File: config.mk
export PLATFORM = sky130hd
export DESIGN_NAME = traffic_signal_monitor
export DESIGN_NICKNAME = d
export VERILOG_FILES = /design/src/rtl/traffic_signal_monitor_pkg.sv /design/src/rtl/traffic_signal_monitor_dwell_counter.sv /design/src/rtl/traffic_signal_monitor.sv
export SDC_FILE = /design/constraint.sdc
export NUM_CORES = 1
export LEC_CHECK = 0
export BUFFER_PORTS_ARGS = -buffer_cell sky130_fd_sc_hd__buf_2
export CORE_ASPECT_RATIO = 1.5
export CORE_MARGIN = 5
export CORE_UTILIZATION = 50
export CTS_CLUSTER_DIAMETER = 200
export DETAILED_ROUTE_END_ITERATION = 12
export PLACE_DENSITY = 0.8
export SLEW_MARGIN = 30
export SYNTH_ARGS = -nofsm -noshare
export SYNTH_HDL_FRONTEND = slang
export SYNTH_HIERARCHICAL = 1
export SYNTH_SLANG_ARGS = --single-unit
File: constraint.sdc
create_clock -name clk -period 2.1 [get_ports clk]
set_clock_uncertainty 0.2 [all_clocks]
set_input_delay 0.42 -clock clk [delete_from_list [all_inputs] [get_ports clk]]
set_output_delay 0.42 -clock clk [all_outputs]
set_load 0.03 [all_outputs]
File: src/rtl/traffic_signal_monitor_pkg.sv
// Shared lamp codes, phase encodings and violation codes for the traffic signal monitor,
// plus helpers that map lamp patterns to phases and give the legal successor phase.
package traffic_signal_monitor_pkg;

    localparam logic [1:0] LAMP_RED    = 2'd0;
    localparam logic [1:0] LAMP_YELLOW = 2'd1;
    localparam logic [1:0] LAMP_GREEN  = 2'd2;
    localparam logic [1:0] LAMP_BAD    = 2'd3;

    typedef enum logic [2:0] {
        PH_HG_CR = 3'd0,
        PH_HY_CR = 3'd1,
        PH_HR_CR = 3'd2,
        PH_HR_CG = 3'd3,
        PH_HR_CY = 3'd4,
        PH_UNK   = 3'd7
    } phase_t;

    typedef enum logic [2:0] {
        VC_NONE         = 3'd0,
        VC_ILLEGAL_CODE = 3'd1,
        VC_CONFLICT     = 3'd2,
        VC_BAD_SEQ      = 3'd3,
        VC_SHORT_YELLOW = 3'd4,
        VC_SHORT_ALLRED = 3'd5,
        VC_NO_DEMAND    = 3'd6
    } viol_code_t;

    function automatic phase_t next_phase(input phase_t p);
        phase_t n;
        case (p)
            PH_HG_CR: n = PH_HY_CR;
            PH_HY_CR: n = PH_HR_CR;
            PH_HR_CR: n = PH_HR_CG;
            PH_HR_CG: n = PH_HR_CY;
            PH_HR_CY: n = PH_HG_CR;
            default:  n = PH_UNK;
        endcase
        return n;
    endfunction

    // Patterns that are not one of the five legal phases decode to PH_UNK.
    function automatic phase_t decode_lamps(input logic [1:0] h, input logic [1:0] c);
        phase_t p;
        case ({h, c})
            {LAMP_GREEN,  LAMP_RED}:    p = PH_HG_CR;
            {LAMP_YELLOW, LAMP_RED}:    p = PH_HY_CR;
            {LAMP_RED,    LAMP_RED}:    p = PH_HR_CR;
            {LAMP_RED,    LAMP_GREEN}:  p = PH_HR_CG;
            {LAMP_RED,    LAMP_YELLOW}: p = PH_HR_CY;
            default:                    p = PH_UNK;
        endcase
        return p;
    endfunction

endpackage

File: src/rtl/traffic_signal_monitor_dwell_counter.sv
// Saturating dwell counter: clr alone -> 0, clr with inc -> 1 (first cycle of a new phase),
// inc alone -> count+1, holding at all-ones.
module tl_dwell_counter #(
    parameter int DW_W = 4
) (
    input  logic            clk,
    input  logic            reset,
    input  logic            clr,
    input  logic            inc,
    output logic [DW_W-1:0] count
);

    logic [DW_W-1:0] count_q;
    logic [DW_W-1:0] count_d;

    always_comb begin
        count_d = count_q;
        if (clr) begin
            count_d = inc ? DW_W'(1) : '0;
        end else if (inc && (count_q != {DW_W{1'b1}})) begin
            count_d = count_q + DW_W'(1);
        end
    end

    always_ff @(posedge clk or posedge reset) begin
        if (reset) begin
            count_q <= '0;
        end else begin
            count_q <= count_d;
        end
    end

    assign count = count_q;

endmodule

File: src/rtl/traffic_signal_monitor.sv
// Passive checker for the traffic light controller's lamp outputs: tracks the phase sequence,
// enforces minimum yellow/all-red dwell, flags violations and counts completed signal cycles.
module traffic_signal_monitor
    import traffic_signal_monitor_pkg::*;
#(
    parameter int Y2R_MIN = 3,
    parameter int R2G_MIN = 2,
    parameter int DW_W    = 4,
    parameter int CNT_W   = 16
) (
    input  logic             clk,
    input  logic             reset,
    input  logic [1:0]       hwy,
    input  logic [1:0]       cntry,
    input  logic             x,
    output logic [2:0]       phase,
    output logic             viol,
    output logic [2:0]       viol_code,
    output logic             err,
    output logic [2:0]       err_code,
    output logic [CNT_W-1:0] cyc_cnt
);

    localparam logic [DW_W-1:0] Y2R_MIN_W = DW_W'(Y2R_MIN);
    localparam logic [DW_W-1:0] R2G_MIN_W = DW_W'(R2G_MIN);

    phase_t            phase_q, phase_d;
    logic              viol_q, viol_d;
    viol_code_t        viol_code_q, viol_code_d;
    logic              err_q, err_d;
    viol_code_t        err_code_q, err_code_d;
    logic [CNT_W-1:0]  cyc_cnt_q, cyc_cnt_d;
    logic              x_q, x_d;

    phase_t            obs_phase;
    logic              dw_clr;
    logic              dw_inc;
    logic [DW_W-1:0]   dwell;

    tl_dwell_counter #(
        .DW_W (DW_W)
    ) u_dwell (
        .clk   (clk),
        .reset (reset),
        .clr   (dw_clr),
        .inc   (dw_inc),
        .count (dwell)
    );

    always_comb begin
        obs_phase   = decode_lamps(hwy, cntry);
        phase_d     = phase_q;
        viol_code_d = VC_NONE;
        dw_clr      = 1'b0;
        dw_inc      = 1'b0;
        cyc_cnt_d   = cyc_cnt_q;
        err_d       = err_q;
        err_code_d  = err_code_q;
        x_d         = x;

        if ((hwy == LAMP_BAD) || (cntry == LAMP_BAD)) begin
            viol_code_d = VC_ILLEGAL_CODE;
            phase_d     = PH_UNK;
            dw_clr      = 1'b1;
        end else if ((hwy != LAMP_RED) && (cntry != LAMP_RED)) begin
            viol_code_d = VC_CONFLICT;
            phase_d     = PH_UNK;
            dw_clr      = 1'b1;
        end else if (phase_q == PH_UNK) begin
            // Silent resync: no sequence or dwell check, and no cycle credit.
            phase_d = obs_phase;
            dw_clr  = 1'b1;
            dw_inc  = 1'b1;
        end else if (obs_phase == phase_q) begin
            dw_inc = 1'b1;
        end else begin
            // Always follow the observed phase so one fault does not cascade.
            phase_d = obs_phase;
            dw_clr  = 1'b1;
            dw_inc  = 1'b1;
            if (obs_phase != next_phase(phase_q)) begin
                viol_code_d = VC_BAD_SEQ;
            end else begin
                case (phase_q)
                    PH_HY_CR, PH_HR_CY: begin
                        if (dwell < Y2R_MIN_W) viol_code_d = VC_SHORT_YELLOW;
                    end
                    PH_HR_CR: begin
                        if (dwell < R2G_MIN_W) viol_code_d = VC_SHORT_ALLRED;
                    end
                    PH_HG_CR: begin
                        if (!x_q) viol_code_d = VC_NO_DEMAND;
                    end
                    default: ;
                endcase
                if (phase_q == PH_HR_CY) begin
                    cyc_cnt_d = cyc_cnt_q + CNT_W'(1);
                end
            end
        end

        viol_d = (viol_code_d != VC_NONE);
        if (viol_d && !err_q) begin
            err_d      = 1'b1;
            err_code_d = viol_code_d;
        end
    end

    always_ff @(posedge clk or posedge reset) begin
        if (reset) begin
            phase_q     <= PH_HG_CR;
            viol_q      <= 1'b0;
            viol_code_q <= VC_NONE;
            err_q       <= 1'b0;
            err_code_q  <= VC_NONE;
            cyc_cnt_q   <= '0;
            x_q         <= 1'b0;
        end else begin
            phase_q     <= phase_d;
            viol_q      <= viol_d;
            viol_code_q <= viol_code_d;
            err_q       <= err_d;
            err_code_q  <= err_code_d;
            cyc_cnt_q   <= cyc_cnt_d;
            x_q         <= x_d;
        end
    end

    assign phase     = phase_q;
    assign viol      = viol_q;
    assign viol_code = viol_code_q;
    assign err       = err_q;
    assign err_code  = err_code_q;
    assign cyc_cnt   = cyc_cnt_q;

endmodule

; ---- After elaboration in Yosys (flattened, before gate mapping)
; Cells that the tools add are included.
[word_totals]
out_inout_bits = 27
in_bits = 7
regBits = 32
wordCells = 73
[op_classes]
n_reduce_logical = 13
bitwise = 5
n_lt_le_gt_ge = 2
add_sub_neg = 2
n_eq_ne = 15
n_mux = 28
[op_table]
columns = operator, count
row1 = 3-bit two-way mux, 16
row2 = 3-bit one-hot mux with 5 select lines, 2
row3 = 16-bit by 1-bit adder with 16-bit output (second input constant), 1
row4 = 3-bit one-hot mux with 3 select lines, 1
row5 = 4-bit by 2-bit less-than comparator with 1-bit output (second input constant), 2
row6 = 4-bit two-way mux, 2
row7 = 4-bit inequality test (second input constant), 2
row8 = 1-bit two-way mux, 7
row9 = 3-bit by 2-bit equality test with 1-bit output (second input constant), 2
row10 = 3-bit equality test (second input constant), 2
row11 = 6-bit AND reduction, 1
row12 = 2-bit nonzero test, 3
row13 = 1-bit inverter, 5
row14 = 4-bit by 1-bit adder with 4-bit output (second input constant), 1
row15 = 2-bit equality test (second input constant), 2
row16 = 4-bit by 1-bit equality test with 1-bit output (second input constant), 1
row17 = 4-bit by 2-bit equality test with 1-bit output (second input constant), 1
row18 = 4-bit by 3-bit equality test with 1-bit output (second input constant), 1
row19 = 4-bit equality test (second input constant), 1
row20 = 4-bit logical NOT, 1
row21 = 3-bit by 1-bit equality test with 1-bit output (second input constant), 1
row22 = 3-bit equality test, 1
row23 = 1-bit logical AND, 3
row24 = 3-bit logical NOT, 1
row25 = 5 further kinds, 5

; ---- Logic depth before layout (Yosys ltp)
[depth]
ltp_word = 15
depth_mapped = 10
mapped_depth_nobuf = 8

; ---- Modules after synthesis
; The synthesis kept the hierarchy.
[modules_own_cells]
columns = module, area_per_inst_um2, seq_area_each_um2, n_inst, cells_per_inst
row1 = traffic_signal_monitor, 1715.4, 700.7, 1, 171
row2 = tl_dwell_counter, 207.7, 100.1, 1, 21

; ---- Worst setup path after synthesis
; No wires, ideal clock.
[synth_path]
kind = flip-flop to flip-flop
from = reg phase_q[2], in the netlist phase[2]
to = reg err_code_q[1], in the netlist err_code[1]
period_less_slack_ns = 2.458
setup_time_ns = 0.128
setup_slack_ns = -0.358
arrival_ns = 2.131
stages_incl_launch_ff = 8
required_ns = 1.772
n_path_buf = 1
cell_sequence = dfrtp_1 buf_6 or3b_4 nor4_4 o311ai_1 and2_0 a221o_1 mux2_1
[synth_via]
elab_chain_len = 14
elab_cells_between_ends = 22
classes_between = 7 x eq/ne / 11 x mux / 4 x reduce/logical
[synth_rtl]
columns = element, line
row1 = "start, declared", traffic_signal_monitor.sv:27  ; phase_t phase_q, phase_d;
row2 = "start signal, assigned", traffic_signal_monitor.sv:119  ; phase_q <= phase_d;
row3 = 3-bit equality test (tied with other cells), "traffic_signal_monitor_pkg.sv:31, traffic_signal_monitor.sv:84"
row4 = 3-bit one-hot mux with 5 select lines, traffic_signal_monitor_pkg.sv:31  ; case (p)
row5 = 3-bit two-way mux, traffic_signal_monitor.sv:74  ; end else if (obs_phase == phase_q) begin
row6 = 3-bit two-way mux, traffic_signal_monitor.sv:69  ; end else if (phase_q == PH_UNK) begin
row7 = 3-bit two-way mux, traffic_signal_monitor.sv:65  ; end else if ((hwy != LAMP_RED) && (cntry != LAMP_RED)) begin
row8 = 3-bit two-way mux, traffic_signal_monitor.sv:61  ; if ((hwy == LAMP_BAD) || (cntry == LAMP_BAD)) begin
row9 = 3-bit inequality test, traffic_signal_monitor.sv:81  ; if (obs_phase != next_phase(phase_q)) begin
row10 = 3-bit two-way mux, traffic_signal_monitor.sv:81
row11 = 3-bit two-way mux, traffic_signal_monitor.sv:74
row12 = 3-bit two-way mux (*), traffic_signal_monitor.sv:69
row13 = 3-bit two-way mux (*), traffic_signal_monitor.sv:65
row14 = 3-bit two-way mux (*), traffic_signal_monitor.sv:61
row15 = 3-bit nonzero test, traffic_signal_monitor.sv:102  ; viol_d = (viol_code_d != VC_NONE);
row16 = 1-bit logical AND, traffic_signal_monitor.sv:103  ; if (viol_d && !err_q) begin
row17 = "end signal, assigned", traffic_signal_monitor.sv:123  ; err_code_q <= err_code_d;
row18 = "end, declared", traffic_signal_monitor.sv:31  ; viol_code_t err_code_q, err_code_d;
; Every way passes the cells marked *; elsewhere a longest branch is shown, timed or not. The select of a mux whose other input is x is not followed.
; A chain may end at the register's enable or synchronous reset.

; ---- Final worst setup path
[layout_path]
from = reg phase_q[0], in the netlist phase[0]
to = reg err_code_q[1], in the netlist err_code[1]
; The elaborated chain is that of the path after synthesis.

==> metrics.md <==
| Metric | Value |
|---|---|
| Status | complete, but fails checks |
| Failing checks | setup timing |
| Worst IR Drop VDD | 0.4879 mV |
| First-pass GRT wire length | 8135 um |
| Fin. max-slew vios | 0 |
| Netlist cell types | 56 |
| Area share of the largest cell type after synthesis | 41.64% |
| # DRC | 0 |
| Sink Count | 32 |
| Avg WL per Cell | 15.76 um |
| Hold path depth | 1 |
| Overall Global Routing Usage | 20.42% |
| Int Pwr | 1.168 mW |
| Final setup viols | 14 |
| Hold EP | x_q |
| Setup repair after global routing missed its margin | true |
| CTS tree | yes |
| WP data required | 2.07 ns |
| Inserted Clock Buffers | 5 |
| CP Class | flop to flop |
| Reg-to-Reg End | err_code[1] |
| Sequential area share after synthesis | 41.64% |
| Most frequent cell after synthesis | dfrtp_1 |
| Async SR Flop Fraction | 100.0% |
| Max_slew headroom | 75.92% |
| Fin nets | 274 |
| Iteration-0 DRC count of the detailed router | 93 |
| Ratio of cells with drive above 1 in the final layout | 49.62% |
| DP HPWL | 3278 um |
| Antenna violations before repair | 0 |
| Fin. Hold Viols | 0 |
| Die width | 60.64 um |
| Sw frac | 29.48% |
| Fin util | 73.77% |
| Post-Syn Instances | 192 |
| Post-synth top flop | dfrtp_1 |
| Largest cells by area after synthesis | dfrtp_1, xor2_1, nor2_1 |
| Place WS | -0.2904 ns |
| Clock latency on the worst-skew pair | 0.29 ns |
| Top achievable clock speed | 433.6 MHz |
| GPL Wtd Cong | 0.8838 |
| Via count | 1730 |
| Placed insts | 295 |
| Num ports | 34 |
| Slew @ Worst Pin | 0.3612 ns |
| Fin crit share | 109.8% |
| Clock share of power | 35.6% |
| Reg2Reg Depth | 7 |
| Flop2flop setup slack | -0.21 ns |
| Design area | 2716 um^2 |
| PwrDens | 609.5 nW/um^2 |
| Reg power frac | 40.4% |
| HP Class | input port to flop |
| List of most frequent post-synthesis cells | dfrtp_1, nor2_1, nand2_1 |
| Total gr overflow | 0 |
| Detail Route Antenna Nets | 0 |
| Net count after synthesis | 201 |
| CP max FO | 9 |
| Cell Area, Synth | 1923 um^2 |
| Fill cells | 272 |
| Final WS setup | -0.2065 ns |
| Area grow syn2layout | 41.25% |
| Worst r2r src | phase[0] |
| Max Root-Sink Buffers | 2 |
| Max_cap viols | 0 |
| Synth Area per Inst | 10.02 um^2 |
| Chip height | 85.96 um |
| Synth area leader | dfrtp_1 |
| IO Port Bufs | 33 |
| Static Leak | 1.304 nW |
| Gate power share | 23.9% |
| FF+latch count, synth | 32 |
| Initial core utilization | 52.23% |
| CP endpoint kind | flop |
| DIE AREA | 5212 um^2 |
| Clk root buf | clkbuf_8 |
| N_diodes | 0 |
| Min Tclk post-route | 2.306 ns |
| Largest net degree at the start of global routing | 29 |
| Pre-Repair DR Iteration Count | 4 |
| Warnings from Yosys | 6 |
| Post-synth EDFFs | 0 |
| Startpoint types | flop |
| Final wirelength | 4870 um |
| Core Box Area | 3682 um^2 |
| Hold Path Origin | x |
| Via density | 5.599 |
| H-tree lvl count | 2 |
| Vias in the first global route | 1845 |
| Clk pin slew, worst setup/hold paths | 0.07 ns |
| Placed Area | 2411 um^2 |
| Non-filler cells, final | 309 |
| P_sw | 488.2 uW |
| Tot Pwr | 1.656 mW |
| Crit path DAT | 2.28 ns |
| Core Rows | 27 |
[logic make-up (layout without fill, tap and decap cells)]
group / after synthesis / in the layout / share of synthesized area, %
xor+xnor: 18 / 18 / 8.198
compound gates: 38 / 38 / 16.07
fa+ha+maj: 4 / 4 / 2.472
flops: 32 / 32 / 41.64
simple gates: 76 / 76 / 24.01
mux: 2 / 2 / 1.171
buf+inv: 22 / 96 / 6.441
[critical path, cell delays in order, from the launching register on]
cell,delay (ns)
dfrtp_2,0.41
buf_4,0.19
nor3b_2,0.17
o21ai_1,0.26
o221ai_4,0.14
and2_4,0.16
a221o_1,0.35
mux2_4,0.31
[worst max-delay path by stage]
stage               startpoint     endpoint  cells after the start
global route          phase[0]  err_code[1]                      7
detailed placement    cntry[1]  err_code[1]                      7
floorplan             phase[2]  err_code[1]                      7
global placement      cntry[1]  err_code[1]                      7
CTS                   phase[2]  err_code[1]                      6
finish                phase[0]  err_code[1]                      7
[per-stage QoR]
stage	TNS [ns]	hold WS (ns)
final	-0.8461	0.03333
after global routing	-2.601	0.02726
after CTS	-0.5765	0.02852
after detailed placement	-5.039	0.1101
after global placement	-4.281	0.1082
after floorplan	-1.358	-0.01392
[final cells by class]
cell class,count,area (um^2),share of cell area [%]
Timing Repair Buffer,78,520.5,19.16
Multi-Input combinational cell,138,1189,43.76
Clock buffer,5,68.82,2.533
Sequential cell,32,804.5,29.62
Inverter,10,37.54,1.382
Clock inverter,3,42.54,1.566
Tap cell,43,53.80,1.981
[power by group through the flow]
stage	clock [mW]	sequential (mW)	combinational, mW
after CTS	0.598	0.668	0.373
after detailed placement	0	0.678	0.347
after floorplan	0	0.733	0.177
after global routing	0.630	0.674	0.425
final	0.590	0.670	0.396
after global placement	0	0.679	0.341
[state kept, by name, summed over array words and instances, names as in the netlist]
name           flops
x_q                1
phase              3
u_dwell/count      4
cyc_cnt           16
viol_code          3
err                1
err_code           3
viol               1
[cell usage in the layout (no fill, tap or decap), types with 5 or more instances in the layout]
cell type  count
inv_1          9
nor2_2         7
xnor2_1        7
xor2_1        11
nand3_1        8
nor2_1         8
clkbuf_8       5
nand2_1       11
dfrtp_1       29
buf_2         33
buf_4         41
[layer usage]
| metal | up-vias | wire length [um] | track usage, % |
|---|---|---|---|
| met5 | - | 0 | 0 |
| met4 | 0 | 121 | 8.876 |
| met3 | 11 | 179 | 4.066 |
| met2 | 39 | 2537 | 35.44 |
| met1 | 843 | 2032 | 23.41 |
| li1 | 837 | - | - |
[repair_timing]
action,4_1_cts,5_1_grt
setup buffers,4,2
setup endpoints to repair,16,24
gates resized for setup,12,24
cloned,0,0
hold buffers,1,0
hold endpoints to repair,8,0
pin swaps,6,10
Power figures use the tool's default switching activity.
